$ cat src/rtl/mem_axi_bridge_pkg.sv
// Shared definitions for the MMU data-port to AXI4 bridge: AXI burst and
// size encodings and the bridge state enumeration.
package mem_axi_bridge_pkg;

  localparam logic [1:0] AXI_BURST_INCR = 2'b01;

  typedef enum logic [2:0] {
    AXI_SIZE_1B = 3'd0,
    AXI_SIZE_2B = 3'd1,
    AXI_SIZE_4B = 3'd2
  } axi_size_t;

  typedef enum logic [2:0] {
    IDLE,
    RD_AR,
    RD_R,
    WR_AWW,
    WR_B
  } mem_axi_state_t;

  // The SRAM-side size code maps straight onto the low bits of AXI AxSIZE.
  function automatic axi_size_t to_axi_size(input logic [1:0] size);
    return axi_size_t'({1'b0, size});
  endfunction

endpackage

$ cat src/rtl/mem_axi_bridge.sv
// mem_axi_bridge: converts the physical-address SRAM-like request stream
// (req / addr_ok / data_ok) coming out of the MMU data port into single-beat
// AXI4 transactions. One transaction is in flight at a time; read data is
// registered and completion is a one-cycle data_ok pulse.
//
// Optional build macro MEM_AXI_EARLY_WACK_EN: when defined, a store reports
// data_ok as soon as both AW and W have been accepted instead of waiting for
// the B response. The FSM still waits in WR_B for the response before it
// accepts another request.
module mem_axi_bridge
  import mem_axi_bridge_pkg::*;
#(
  parameter int          ID_WIDTH = 4,
  parameter int unsigned AXI_ID   = 1
) (
  input  logic                clk,
  input  logic                reset,
  // SRAM-like request side
  input  logic                req,
  input  logic                we,
  input  logic [1:0]          size,
  input  logic [31:0]         addr,
  input  logic [3:0]          wstrb,
  input  logic [31:0]         wdata,
  output logic                addr_ok,
  output logic                data_ok,
  output logic [31:0]         rdata,
  // AXI read-address channel
  output logic [ID_WIDTH-1:0] arid,
  output logic                arvalid,
  output logic [31:0]         araddr,
  output logic [7:0]          arlen,
  output logic [2:0]          arsize,
  output logic [1:0]          arburst,
  input  logic                arready,
  // AXI read-data channel
  input  logic [ID_WIDTH-1:0] rid,
  input  logic [31:0]         rdata_axi,
  input  logic [1:0]          rresp,
  input  logic                rlast,
  input  logic                rvalid,
  output logic                rready,
  // AXI write-address channel
  output logic [ID_WIDTH-1:0] awid,
  output logic                awvalid,
  output logic [31:0]         awaddr,
  output logic [7:0]          awlen,
  output logic [2:0]          awsize,
  output logic [1:0]          awburst,
  input  logic                awready,
  // AXI write-data channel
  output logic [31:0]         wdata_axi,
  output logic [3:0]          wstrb_axi,
  output logic                wlast,
  output logic                wvalid,
  input  logic                wready,
  // AXI write-response channel
  input  logic [ID_WIDTH-1:0] bid,
  input  logic [1:0]          bresp,
  input  logic                bvalid,
  output logic                bready
);

  mem_axi_state_t state;
  mem_axi_state_t state_next;

  logic [31:0] addr_q;
  logic [31:0] wdata_q;
  logic [3:0]  wstrb_q;
  logic [1:0]  size_q;
  logic        we_q;

  logic aw_done;
  logic w_done;
  logic aw_hs;
  logic w_hs;
  logic both_done;
  logic data_ok_next;

  // Response codes and IDs are not used by this bridge.
  logic unused_inputs;
  assign unused_inputs = ^{rid, rresp, rlast, bid, bresp};

  // Handshake-side outputs are decoded from the state so every valid drops
  // the moment the FSM returns to IDLE, including on reset.
  assign addr_ok = req && (state == IDLE);
  assign arvalid = (state == RD_AR);
  assign rready  = (state == RD_R);
  assign awvalid = (state == WR_AWW) && !aw_done;
  assign wvalid  = (state == WR_AWW) && !w_done;
  assign bready  = (state == WR_B);

  assign arid      = ID_WIDTH'(AXI_ID);
  assign araddr    = addr_q;
  assign arlen     = 8'd0;
  assign arsize    = to_axi_size(size_q);
  assign arburst   = AXI_BURST_INCR;
  assign awid      = ID_WIDTH'(AXI_ID);
  assign awaddr    = addr_q;
  assign awlen     = 8'd0;
  assign awsize    = to_axi_size(size_q);
  assign awburst   = AXI_BURST_INCR;
  assign wdata_axi = wdata_q;
  assign wstrb_axi = wstrb_q;
  assign wlast     = 1'b1;

  // Next-state and completion-pulse decode for the single-outstanding FSM.
  always_comb begin
    state_next   = state;
    data_ok_next = 1'b0;
    aw_hs        = awvalid && awready;
    w_hs         = wvalid && wready;
    both_done    = (aw_done || aw_hs) && (w_done || w_hs);
    case (state)
      IDLE: begin
        if (req) begin
          state_next = we ? WR_AWW : RD_AR;
        end
      end
      RD_AR: begin
        if (arready) begin
          state_next = RD_R;
        end
      end
      RD_R: begin
        if (rvalid) begin
          state_next   = IDLE;
          data_ok_next = !we_q;
        end
      end
      WR_AWW: begin
        if (both_done) begin
          state_next = WR_B;
`ifdef MEM_AXI_EARLY_WACK_EN
          data_ok_next = we_q;
`endif
        end
      end
      WR_B: begin
        if (bvalid) begin
          state_next = IDLE;
`ifndef MEM_AXI_EARLY_WACK_EN
          data_ok_next = we_q;
`endif
        end
      end
      default: state_next = IDLE;
    endcase
  end

  // State register with synchronous reset back to IDLE.
  always_ff @(posedge clk) begin
    if (reset) begin
      state <= IDLE;
    end else begin
      state <= state_next;
    end
  end

  // Capture the request fields at acceptance; they drive AXI for the whole transaction.
  always_ff @(posedge clk) begin
    if (addr_ok) begin
      addr_q  <= addr;
      size_q  <= size;
      we_q    <= we;
      wstrb_q <= wstrb;
      wdata_q <= wdata;
    end
  end

  // Track AW and W acceptance separately since they may complete in any order.
  always_ff @(posedge clk) begin
    if (reset || (state != WR_AWW)) begin
      aw_done <= 1'b0;
      w_done  <= 1'b0;
    end else begin
      if (aw_hs) begin
        aw_done <= 1'b1;
      end
      if (w_hs) begin
        w_done <= 1'b1;
      end
    end
  end

  // Registered load data and completion pulse.
  always_ff @(posedge clk) begin
    if (reset) begin
      data_ok <= 1'b0;
      rdata   <= 32'd0;
    end else begin
      data_ok <= data_ok_next;
      if ((state == RD_R) && rvalid) begin
        rdata <= rdata_axi;
      end
    end
  end

endmodule

$ cat config.mk
export PLATFORM = sky130hd
export DESIGN_NAME = mem_axi_bridge
export DESIGN_NICKNAME = d
export VERILOG_FILES = /design/src/rtl/mem_axi_bridge_pkg.sv /design/src/rtl/mem_axi_bridge.sv
export SDC_FILE = /design/constraint.sdc
export NUM_CORES = 1
export LEC_CHECK = 0
export BUFFER_PORTS_ARGS = -buffer_cell sky130_fd_sc_hd__buf_2
export CAP_MARGIN = 30
export CORE_AREA = 2 2 115 117
export DETAILED_ROUTE_END_ITERATION = 10
export DIE_AREA = 0 0 117 119
export GPL_TIMING_DRIVEN = 0
export PLACE_DENSITY = 0.69
export SETUP_SLACK_MARGIN = 0.15
export SYNTH_ARGS = -nofsm -noshare
export SYNTH_HDL_FRONTEND = slang
export SYNTH_SLANG_ARGS = --single-unit
$ cat constraint.sdc
create_clock -name clk -period 12.53 [get_ports clk]
set_input_delay 0.6265 -clock clk [delete_from_list [all_inputs] [get_ports clk]]
set_output_delay 0.6265 -clock clk [all_outputs]
set_load 0.03 [all_outputs]
### Word level (Yosys, flattened, before mapping)

Cells that the tools add are included.

| cells by class | value |
|---|---|
| reduce and logical (&&, ||, !) cells | 15 |
| equality and inequality tests | 10 |
| mux-type cells | 10 |

Operator list:

| kind | count |
|---|---|
| $mux W3 | 5 |
| $pmux W3 S5 | 1 |
| $ne A2 B2 Y1 const B | 4 |
| $logic_and A1 B1 Y1 | 7 |
| $eq A3 B2 Y1 const B | 2 |
| $reduce_and A5 Y1 | 1 |
| $eq A3 B1 Y1 const B | 1 |
| $eq A3 B3 Y1 const B | 1 |
| $logic_not A1 Y1 | 3 |
| $logic_not A3 Y1 | 1 |
| $logic_or A1 B1 Y1 | 3 |
| $ne A3 B2 Y1 const B | 1 |
| $mux W1 | 2 |
| $mux W2 | 1 |
| $ne A2 B1 Y1 const B | 1 |
| $pmux W1 S2 | 1 |

| storage, ports and cells | value |
|---|---|
| register bits | 109 |
| output and inout bits | 174 |
| input port bits | 124 |
| word-level logic and storage cells | 45 |

### Logic depth before layout (Yosys ltp)

| depth | value |
|---|---|
| depth after elaboration | 7 |
| depth in mapped cells | 6 |
| depth with buffers taken out | 4 |

### Least setup slack after synthesis

No wires, ideal clock.

| timing | value |
|---|---|
| kind | input -> register |
| start point | in req |
| end point | reg state[0] |
| arrival time | 6.791 ns |
| path slack | 5.657 ns |
| buffers on the path | 0 |
| setup time | 0.082 ns |
| cell stages on the path | 3 |
| required time | 12.448 ns |
| cells stage by stage | nand2b_1 > nor3_1 > o21ba_2 |

| between the ends | value |
|---|---|
| longest elaborated chain between the ends | 2 |

RTL lines:

| element | RTL line | RTL |
|---|---|---|
| start, declared | mem_axi_bridge.sv:19 | `input logic req,` |
| $ne A2 B2 Y1 (no source line) | -- |  |
| $reduce_and A5 Y1 (no source line) | -- |  |
| end signal, assigned | mem_axi_bridge.sv:156 | `state <= state_next;` |
| end, declared | mem_axi_bridge.sv:64 | `mem_axi_state_t state;` |

No other way between the ends.
A chain may end at the register's enable or synchronous reset.

### Worst setup path in the final report

| timing | value |
|---|---|
| start point | reg state[0] |
| end point | out addr_ok |

| between the ends | value |
|---|---|
| longest elaborated chain between the ends | 2 |

RTL lines:

| element | RTL line | RTL |
|---|---|---|
| $logic_not A3 Y1 | mem_axi_bridge.sv:86 | `assign addr_ok = req && (state == IDLE);` |
| $logic_and A1 B1 Y1 | mem_axi_bridge.sv:86 |  |
| end, declared | mem_axi_bridge.sv:25 | `output logic addr_ok,` |

No other way between the ends.

==> results.md <==
* Final worst-path cycle share at 0.2217
* Vias in the first global route at 3100
* CTS resizes at 0
* Worst-margin pin slew at 575.7 ps
* Post-synth top flop: edfxtp_1
* DRC errors left at 0
* Reg2reg setup slack at 10410 ps
* Final hold viol count at 0
* Synth top cells by count: edfxtp_1 (71), buf_4 (65), nand2_1 (65)
* Worst Path Arrival at 2150 ps
* RSZ-0062 raised after global routing: false
* Area delta synth->final at 48.30%
* CTS H-Tree Depth at 3
* Share of cells above drive strength 1 at 0.5584
* Post-synth EDFFs at 71
* Gate Count Post-Synth at 321
* Number of core rows at 42
* GP Congestion at 0.7556
* CTS Sinks at 109
* Register-to-Register Path Depth at 7
* DR pass1 iterations at 4
* Fin crit period at 2778 ps
* CTS tree: yes
* Die area at 13920 um2
* CTS Buffer Depth at 2
* Nature of the critical path startpoint: flop
* Hold worst-path end: araddr[3]
* Top Usage Layer GRT: met2
* RR Startpoint: state[0]
* Dpl hpwl at 8142 um
* Initial antenna violation count at 1
* Synthesis Warnings at 0
* Beginning of the worst hold path: addr[3]
* Sequential fraction of the synthesis area at 0.7081
* R2R Path End: araddr[2]
* Area of the multi-input gates at 754.5 um2
* PwrDens at 146.2 nW/um2
* Fill cells at 1198
* Leakage at 2.853 nW
* FFs w/ async S/R, synth at 0
* Synth cell types at 31
* Final Max Tran Viols at 0
* Routed len/inst at 12.72 um
* Most numerous cell in the Yosys netlist: edfxtp_1
* Gr ovfl total at 0
* GR met1 Demand/Resource at 0.1500
* Clk pin slew, worst setup/hold paths at 80 ps
* Clk_lat worst skew at 350 ps
* Crit-path max FO at 14
* CTS Hold Buffers Added at 0
* Final setup fails at 0
* Ports at 298
* Max-Cap Viols at 0
* Crit path required time at 11900 ps
* Max VDD drop at 55.70 uV
* Mapped Area at 4085 um2
* I/O Buffers at 253
* First-pass GRT wire length at 14900 um
* Routed via count at 3288
* Die height at 119 um
* Via density at 4.100
* Starting DRC count in detailed routing at 130
* Dominant cell type by area after synthesis: edfxtp_1
* Largest cells by area after synthesis: edfxtp_1 (52%), dfxtp_1 (19%), buf_4 (12%)
* Synth top area share at 0.5219
* Starting Density at 0.3173
* Final hold slack at 445.5 ps
* Final Skew at 7.272 ps
* Worst setup EP type: primary output
* Root buf cell: clkbuf_16
* Register Area at 2893 um2
* Post-route ant nets at 0
* Die width at 117 um
* GRT Util Overall at 0.1404
* Final wirelength at 10210 um
* Cell Count, Final, Fillers Out at 802
* Hold Path Depth at 1
* Flop and latch count out of synthesis at 109
* Hold Crit Class: in2reg
* Worst Setup Path Type: reg2out
* Placed cells at 785
* CTS buffer count at 9
* Finished Core Util at 0.4706
* Core area at 12870 um2
* Largest net degree at the start of global routing at 23
* Final net count at 744
* Met3 Resource Use GR at 0.04478
* Mapped Avg Cell Area at 12.73 um2
* TNS Setup at 0 ps
* Met2 Usage GRT at 0.2522
* Status: completed
* Slew Limit Headroom at 0.6162
* Total power at 885.8 uW
* Top achievable clock speed at 0.3600 GHz
* Postcts setup bufs at 0
registers in the layout, indices dropped and copies added (netlist names):
register / flops
w_done: 1
state: 3
data_ok: 1
araddr: 32
we_q: 1
size_q: 2
rdata: 32
aw_done: 1
wstrb_axi: 4
wdata_axi: 32
cell usage in the layout (no fill, tap or decap), types with 3 or more instances in the layout:
master	count
buf_2	256
edfxtp_1	71
buf_4	67
nand2_1	65
dfxtp_1	38
a21oi_1	32
conb_1	31
clkbuf_1	9
nor2_1	9
clkbuf_16	9
buf_6	5
clkinv_8	3
cell families after synthesis:
logic type | synth area share
other cells | 0.001838
buf+inv | 0.1351
flops | 0.7081
compound gates | 0.06340
simple gates | 0.09158
metal layers:
metal | wire [um] | up-vias | share of wire
met4 | 267 | 0 | 0.026
met3 | 859 | 20 | 0.084
met2 | 5229 | 164 | 0.51
met1 | 3848 | 1502 | 0.38
met5 | 0 | - | 0
li1 | - | 1602 | -
worst max-delay path by stage:
stage / slack [ps] / from / cells after the start / end
finish: 9750 / state[0] / 7 / addr_ok
global route: 9590 / state[0] / 7 / addr_ok
CTS: 9720 / state[0] / 7 / addr_ok
detailed placement: 10060 / req / 7 / addr_ok
global placement: 3650 / req / 4 / addr_ok
floorplan: 5660 / req / 3 / state[0]
critical path, stage by stage (launching register included):
cell,delay [ps]
dfxtp_1,330
clkbuf_1,210
nand2b_1,230
nor3_2,170
buf_6,200
buf_6,190
buf_4,240
buf_2,230
power by group:
part	switching, mW	internal [mW]
Clock	0.142	0.143
Combinational	0.121	0.0597
Sequential	0.00870	0.411
Total	0.272	0.614
layout make-up:
| type | instances | share of cell area |
|---|---|---|
| flip-flops and latches | 109 | 0.4775 |
| multi-input cells | 162 | 0.1245 |
| clock inverters | 7 | 0.01404 |
| repair buffers | 259 | 0.2189 |
| diodes | 1 | 0.0004131 |
| clock buffers | 9 | 0.03717 |
| plain buffers | 78 | 0.09046 |
| well taps | 176 | 0.03635 |
| inverters | 1 | 0.0006196 |
metrics by stage:
stage / setup WS, ps / instance area [um2]
floorplan: 5657 / 4194
global placement: 3648 / 5680
detailed placement: 10060 / 5746
CTS: 9718 / 6056
global route: 9594 / 6058
finish: 9752 / 6058
(Power assumes the default switching activity.)
